File: src/rtl/dinorun_pkg.sv
// Shared types and constants for the obstacle scheduler.
//   sched_state_t : scheduler FSM state encoding (IDLE, WAIT, ARM, FROZEN)
//   SLOT_*        : bit index of each obstacle slot in busy/spawn vectors
//   MAX_LEVEL     : highest speed level reached by the scheduler
package dinorun_pkg;

   typedef enum logic [1:0] {
      IDLE   = 2'd0,
      WAIT   = 2'd1,
      ARM    = 2'd2,
      FROZEN = 2'd3
   } sched_state_t;

   localparam int SLOT_CACTUS1 = 0;
   localparam int SLOT_CACTUS2 = 1;
   localparam int SLOT_BIRD    = 2;
   localparam int MAX_LEVEL    = 2;

endpackage

File: src/rtl/rr_picker.sv
// Round-robin selector over the three obstacle slots.
// Ports:
//   eligible_i [2:0] : slots that may be spawned into this cycle
//   rr_i       [1:0] : slot to try first (0..2; 3 is treated as 0)
//   valid_o          : at least one slot is eligible
//   slot_o     [1:0] : first eligible slot in order rr, rr+1, rr+2 (mod 3)
module rr_picker (
   input  logic [2:0] eligible_i,
   input  logic [1:0] rr_i,
   output logic       valid_o,
   output logic [1:0] slot_o
);

   logic [1:0] start;

   assign start = (rr_i == 2'd3) ? 2'd0 : rr_i;

   function automatic logic [1:0] wrap3(input logic [1:0] base, input int offset);
      int sum;
      sum = int'(base) + offset;
      if (sum >= 3) sum = sum - 3;
      return 2'(sum);
   endfunction

   // Walk from the farthest candidate back to rr so the closest eligible
   // slot is the last one written.
   always_comb begin
      valid_o = 1'b0;
      slot_o  = 2'd0;
      for (int k = 2; k >= 0; k--) begin
         if (eligible_i[wrap3(start, k)]) begin
            valid_o = 1'b1;
            slot_o  = wrap3(start, k);
         end
      end
   end

endmodule

File: src/rtl/obstacle_scheduler.sv
// Obstacle spawn scheduler: paces obstacle movement per speed level, waits a
// randomised gap between spawns, and spawns into free slots round-robin.
// Ports:
//   clk_i           : clock, rising edge
//   rst_ni          : synchronous active-low reset
//   next_frame_i    : one-cycle pulse per video frame
//   run_i           : game running
//   freeze_i        : collision freeze
//   clear_i         : restart pulse
//   busy_i    [2:0] : slot occupied (0,1 cacti, 2 bird)
//   rand_i   [15:0] : LFSR value, bits [4:0] extend the spawn gap
//   spawn_o   [2:0] : one-cycle spawn pulse per slot (registered)
//   step_o          : obstacle-advance pulse, same cycle as next_frame_i
//   level_o   [1:0] : current speed level 0..2
// Build option: define OBSTACLE_SCHED_BIRD_EN to enable the bird slot;
// otherwise only the two cactus slots are used and spawn_o[2] stays 0.
//
// state  | meaning
// IDLE   | game not running, counters held
// WAIT   | counting down the gap between spawns on each step
// ARM    | gap expired, waiting for a free slot to spawn into
// FROZEN | collision freeze, everything held until clear or run drop
module obstacle_scheduler
   import dinorun_pkg::*;
#(
   parameter int MIN_GAP          = 40,
   parameter int SPAWNS_PER_LEVEL = 8
) (
   input  logic        clk_i,
   input  logic        rst_ni,
   input  logic        next_frame_i,
   input  logic        run_i,
   input  logic        freeze_i,
   input  logic        clear_i,
   input  logic [2:0]  busy_i,
   input  logic [15:0] rand_i,
   output logic [2:0]  spawn_o,
   output logic        step_o,
   output logic [1:0]  level_o
);

`ifdef OBSTACLE_SCHED_BIRD_EN
   localparam logic [2:0] SLOT_MASK = 3'b111;
   localparam logic [1:0] RR_LAST   = 2'(SLOT_BIRD);
`else
   localparam logic [2:0] SLOT_MASK = 3'b011;
   localparam logic [1:0] RR_LAST   = 2'(SLOT_CACTUS2);
`endif

   localparam logic [7:0] MIN_GAP_W = 8'(MIN_GAP);
   localparam logic [7:0] SPL_LAST  = 8'(SPAWNS_PER_LEVEL - 1);
   localparam logic [1:0] LEVEL_MAX = 2'(MAX_LEVEL);

   sched_state_t state_q, state_d;
   logic [7:0]   gap_cnt_q, gap_cnt_d;
   logic [1:0]   frame_cnt_q, frame_cnt_d;
   logic [7:0]   spawn_cnt_q, spawn_cnt_d;
   logic [1:0]   level_q, level_d;
   logic [1:0]   rr_q, rr_d;
   logic [2:0]   spawn_q, spawn_d;

   logic [2:0]   eligible;
   logic         pick_valid;
   logic [1:0]   pick_slot;
   logic         active;
   logic         step;
   logic [7:0]   gap_reload;
   logic         unused_rand;

   assign unused_rand = ^rand_i[15:5];
   assign eligible    = ~busy_i & SLOT_MASK;
   assign gap_reload  = MIN_GAP_W + {3'b000, rand_i[4:0]};
   assign active      = (state_q == WAIT) || (state_q == ARM);

   // Level n lets 2+n of every 4 frames through; clear, freeze and a run
   // drop all suppress the step in the cycle they arrive.
   assign step = rst_ni && next_frame_i && active && run_i && !freeze_i && !clear_i &&
                 ({1'b0, frame_cnt_q} < (3'd2 + {1'b0, level_q}));

   rr_picker u_picker (
      .eligible_i (eligible),
      .rr_i       (rr_q),
      .valid_o    (pick_valid),
      .slot_o     (pick_slot)
   );

   always_comb begin
      state_d     = state_q;
      gap_cnt_d   = gap_cnt_q;
      frame_cnt_d = frame_cnt_q;
      spawn_cnt_d = spawn_cnt_q;
      level_d     = level_q;
      rr_d        = rr_q;
      spawn_d     = 3'b000;

      if (clear_i) begin
         state_d     = IDLE;
         gap_cnt_d   = 8'd0;
         frame_cnt_d = 2'd0;
         spawn_cnt_d = 8'd0;
         level_d     = 2'd0;
         rr_d        = 2'd0;
      end else if (freeze_i) begin
         if (state_q != IDLE) state_d = FROZEN;
      end else if (!run_i) begin
         state_d = IDLE;
      end else begin
         if (next_frame_i && active) frame_cnt_d = frame_cnt_q + 2'd1;
         case (state_q)
            IDLE: begin
               state_d   = WAIT;
               gap_cnt_d = gap_reload;
            end
            WAIT: begin
               if (gap_cnt_q == 8'd0) state_d = ARM;
               else if (step) gap_cnt_d = gap_cnt_q - 8'd1;
            end
            ARM: begin
               if (pick_valid) begin
                  spawn_d   = 3'b001 << pick_slot;
                  rr_d      = (pick_slot == RR_LAST) ? 2'd0 : pick_slot + 2'd1;
                  gap_cnt_d = gap_reload;
                  state_d   = WAIT;
                  if (spawn_cnt_q == SPL_LAST) begin
                     spawn_cnt_d = 8'd0;
                     if (level_q < LEVEL_MAX) level_d = level_q + 2'd1;
                  end else begin
                     spawn_cnt_d = spawn_cnt_q + 8'd1;
                  end
               end
            end
            FROZEN: begin
               state_d = FROZEN;
            end
         endcase
      end
   end

   always_ff @(posedge clk_i) begin
      if (!rst_ni) begin
         state_q     <= IDLE;
         gap_cnt_q   <= 8'd0;
         frame_cnt_q <= 2'd0;
         spawn_cnt_q <= 8'd0;
         level_q     <= 2'd0;
         rr_q        <= 2'd0;
         spawn_q     <= 3'b000;
      end else begin
         state_q     <= state_d;
         gap_cnt_q   <= gap_cnt_d;
         frame_cnt_q <= frame_cnt_d;
         spawn_cnt_q <= spawn_cnt_d;
         level_q     <= level_d;
         rr_q        <= rr_d;
         spawn_q     <= spawn_d;
      end
   end

   assign spawn_o = spawn_q & SLOT_MASK;
   assign step_o  = step;
   assign level_o = level_q;

endmodule

File: config.mk
export PLATFORM = sky130hd
export DESIGN_NAME = obstacle_scheduler
export DESIGN_NICKNAME = d
export VERILOG_FILES = /design/src/rtl/dinorun_pkg.sv /design/src/rtl/rr_picker.sv /design/src/rtl/obstacle_scheduler.sv
export SDC_FILE = /design/constraint.sdc
export NUM_CORES = 1
export LEC_CHECK = 0
export CORE_ASPECT_RATIO = 0.6
export CORE_UTILIZATION = 52
export CTS_CLUSTER_SIZE = 30
export DETAILED_ROUTE_END_ITERATION = 8
export PLACE_DENSITY = 0.79
export REMOVE_ABC_BUFFERS = 1
export SLEW_MARGIN = 20
export SYNTH_ARGS = -nofsm -noshare
export SYNTH_HDL_FRONTEND = slang
export SYNTH_SLANG_ARGS = --single-unit
File: constraint.sdc
create_clock -name clk_i -period 2.94 [get_ports clk_i]
set_input_delay 0.441 -clock clk_i [delete_from_list [all_inputs] [get_ports clk_i]]
set_output_delay 0.441 -clock clk_i [all_outputs]
set_load 0.03 [all_outputs]
==> summary by stage <==
Layout
The share of final-layout standard cells stronger than drive strength 1 is 10.33%. Cells fill roughly 65% of the core in the end. The count of cells in the finished layout, fillers not included, comes to 255. The final layout contains 252 nets.

The count of antenna diodes in the layout is 0. From synthesis to final layout, the design area changed by 15.91%. After routing the design area is around 0.0019 mm².

Setup path
The slowest stage of the critical path is the clkdlybuf4s50_1 cell. The critical path is of the reg2out type. The worst setup path is captured at an output port. Together, buffers and inverters on the worst path number 2. For the worst setup path, the data required time is 2.50 ns. The data arrival at the endpoint of the critical path is approximately 2.3 ns. The stage delay of the slowest cell on the critical path is between 0.7 and 0.8 ns. The dominant delay contributor by cell family on the critical path is buffers and inverters. The type of origin of the critical path is a flip-flop. The critical path goes through inv_1 -> ha_1 -> nand4b_1 -> a311oi_2 -> clkdlybuf4s50_1. The highest net fanout along the worst path is 5.

Placed design
The number of placed cells counting well taps is 252. The placed instances occupy a cell area of about 0.0019 mm². During placement, the flow inserted port buffers numbering 17. Detailed placement ended at an HPWL of between 2000 and 3000 µm.

The pre-CTS worst setup slack is ~0.26 ns. Routability-driven placement finished with a final weighted congestion of between 0.8 and 0.9.

Min path
In this run the worst hold path is classified as reg2reg.

Pwr
IR analysis of the VDD net gives a maximum drop of roughly 0.00023 V. The fraction of power spent switching nets is roughly 26%. The power density over the cells is 342.4 mW/mm². Of the total power, registers draw a little over half. Of the total power, the clock network draws a little under 30%.

The power dissipated by switching net loads is about 170 µW. The leakage component of the power is 0.0006459 µW. The internal power of the cells totals around 490 µW.

Per report_power, the combinational group accounts for around 16% of the total.

Clocking
The clock reaches the later pin of the worst-skew pair after 0.26 ns. CTS placed an instance of clkbuf_8 at the clock tree root. The post-cts hold buffer count is 0. After clock tree synthesis, the clock-pin slew on the worst setup and hold paths is about 0.090 ns. Counting along the longest clock path gives a buffer depth of 2. The number of buffers added for setup after CTS is 0. The total clock sinks is 26.

CTS built an H-tree with a depth of 1. The number of buffers added by the clock tree synthesis step is 3. The TritonCTS clock tree is done. The number of resized instances in the post-cts repair step is 0.

GRT
Entering global routing, the biggest net connects 17 pins. The overflow left after global routing is 0. The number of global-route vias before repair came to roughly 1500. Global routing consumed, on the met3 layer, about 8.0% of the routing resources.

The most used routing layer in global routing is met2. The global-route wire length before repair is between 6000 and 7000 µm. The global-route usage over all layers is between 20% and 30%.

The global routing met2 resource utilization is 38.21%. The global routing usage on met1 is 32.67%. The initial antenna violation count is 0.

Logic synthesis
The number of enable flip-flop cells after synthesis is 0. Yosys printed 0 warnings. The summed instance area of the synthesized netlist is 0.001675 mm². The most common cell in the synthesized netlist is dfxtp_1. Counting instances in the post-synthesis netlist gives the leading cell types as dfxtp_1, nor2_1, a21oi_1. Sequential elements use between 30% and 40% of the synthesized area. The cell count after synthesis came out at between 150 and 200.

The portion of synthesized cell area occupied by the leading cell type is between 30% and 40%. The biggest area contributor in the post-synthesis netlist is dfxtp_1. The synthesized netlist contains 49 unique library cells. After synthesis, the mean cell area works out to between 8 and 9 µm². After synthesis, the share of flip-flops with an asynchronous set or reset is 0%. The number of synthesized register bits is 26. By area the synthesized netlist is led by dfxtp_1, ha_1, o31ai_1. The predominant post-synthesis flop cell is dfxtp_1.

Floorplanning
The initial utilization of the core area, before any placement, comes to a little under three fifths. The die is between 70 and 80 µm wide. The die covers around 0.0035 mm². The total area inside the core boundary comes to ~0.0030 mm².

In this run the count of I/O pins placed on the die edge is 31. The die span in y is 45.97 µm. Row generation in the floorplan step produced 15 rows.

STA
Setup violations remaining at the end of the flow were counted as 0. The setup slack after layout is 0.1803 ns. The final hold violation count is 0. The max-slew headroom at the worst pin is 51.78%. For this run, the top clock speed supported by timing is ~0.36 GHz. Setup repair after global routing left no endpoint under its margin. The shortest period the worst path allows is around 2.8 ns.

On the final layout, the worst clock skew is between 0.002 and 0.003 ns. In the final timing run, aggregate negative setup slack is 0 ns. After layout, the worst path uses a little over nine tenths of the clock period.

At the pin with the least slew margin, the transition time is 0.7218 ns. The final-report max-slew violation count is 0.

Route
The residual DRC count is 0. Summing over every cut layer, the via total after detailed routing is 1538. The first detailed-routing pass took 4 iterations. The routed wire length is approximately 3800 µm. The detail route stage leaves a number of antenna-violating nets equal to 0. The final routed wire length divided by cell count is around 15 µm. The detailed router's first-iteration violation count is about 100. The number of vias per cell after detailed routing is about 6.0.

Flow run
Max-cap violations in this run came to 0.

Status
The run finished with clean final reports.
[worst register-to-register path: cells and delay by family, from the launching register on]
family	cells	cell delay, ns
buffers and inverters	2	0.31
and+or+nand+nor	2	0.72
adders and majority gates	1	0.40
AOI/OAI and AO/OA	3	0.52
DFF	1	0.40
[worst paths after layout]
kind / start / slack, ns / cells after the start / end
setup / recovery: state_q[1] / 0.18 / 5 / step_o
hold / removal: gap_cnt_q[7] / 0.48 / 2 / gap_cnt_q[7]
setup reg to reg: rr_q[0] / 0.53 / 8 / spawn_cnt_q[5]
hold reg to reg: gap_cnt_q[7] / 0.48 / 2 / gap_cnt_q[7]
[layout by cell type (no fill, tap or decap), drive strengths merged, types with 2 or more instances in the layout]
cell,n
ha,12
a211oi,4
nor3,8
or4,4
nor4,2
nand3,2
nor2b,7
a21oi,15
nor2,16
inv,9
xor2,3
nand3b,2
nand4,4
or3,5
nor3b,3
o22ai,2
o31ai,11
o311ai,6
dfxtp,26
nand2b,5
or2,2
mux2i,4
clkbuf,3
nand2,11
a31oi,4
clkdlybuf4s50,17
o221a,2
o21ai,5
buf,7
[registers in the layout (all words and copies together), names as in the netlist]
signal       count
frame_cnt_q      2
gap_cnt_q        8
spawn_q          2
level_o          2
state_q          2
rr_q             2
spawn_cnt_q      8
[kinds of logic after synthesis]
logic type | share of synthesized area [%]
DFF | 31.07
adders and majority gates | 8.962
AOI/OAI and AO/OA | 25.47
other | 0.2238
xor gates and xnor gates | 1.569
muxes | 2.390
and+or+nand+nor | 25.09
buffers and inverters | 5.227
[routing by layer]
layer  routed length (µm)  share of wire (%)
met1                 1872                 50
met2                 1604                 43
met3                  279                7.4
met4                   12               0.32
met5                    0                  0
[cell type report]
class                   instances  area [µm²]
clock buffers                   3       41.29
fillers                       252        1023
inverters                      10       37.54
multi-input cells             150        1067
flip-flops and latches         26       520.5
well taps                      42       52.55
repair buffers                 24       222.7
[per-stage QoR]
step,hold WS (ns),total power (µW)
CTS,0.4809,668.0
floorplan,0.4463,429.6
global placement,0.4562,469.2
global route,0.5231,695.5
detailed placement,0.4681,473.7
finish,0.4833,664.9
[power by group through the flow]
stage                     clock (µW)  sequential, µW  combinational, µW
after CTS                        202             361                105
after floorplan                    0             368               61.4
after detailed placement           0             370                104
after global placement             0             369                100
after global routing             218             362                115
final                            197             361                106
(Power assumes the default switching activity.)
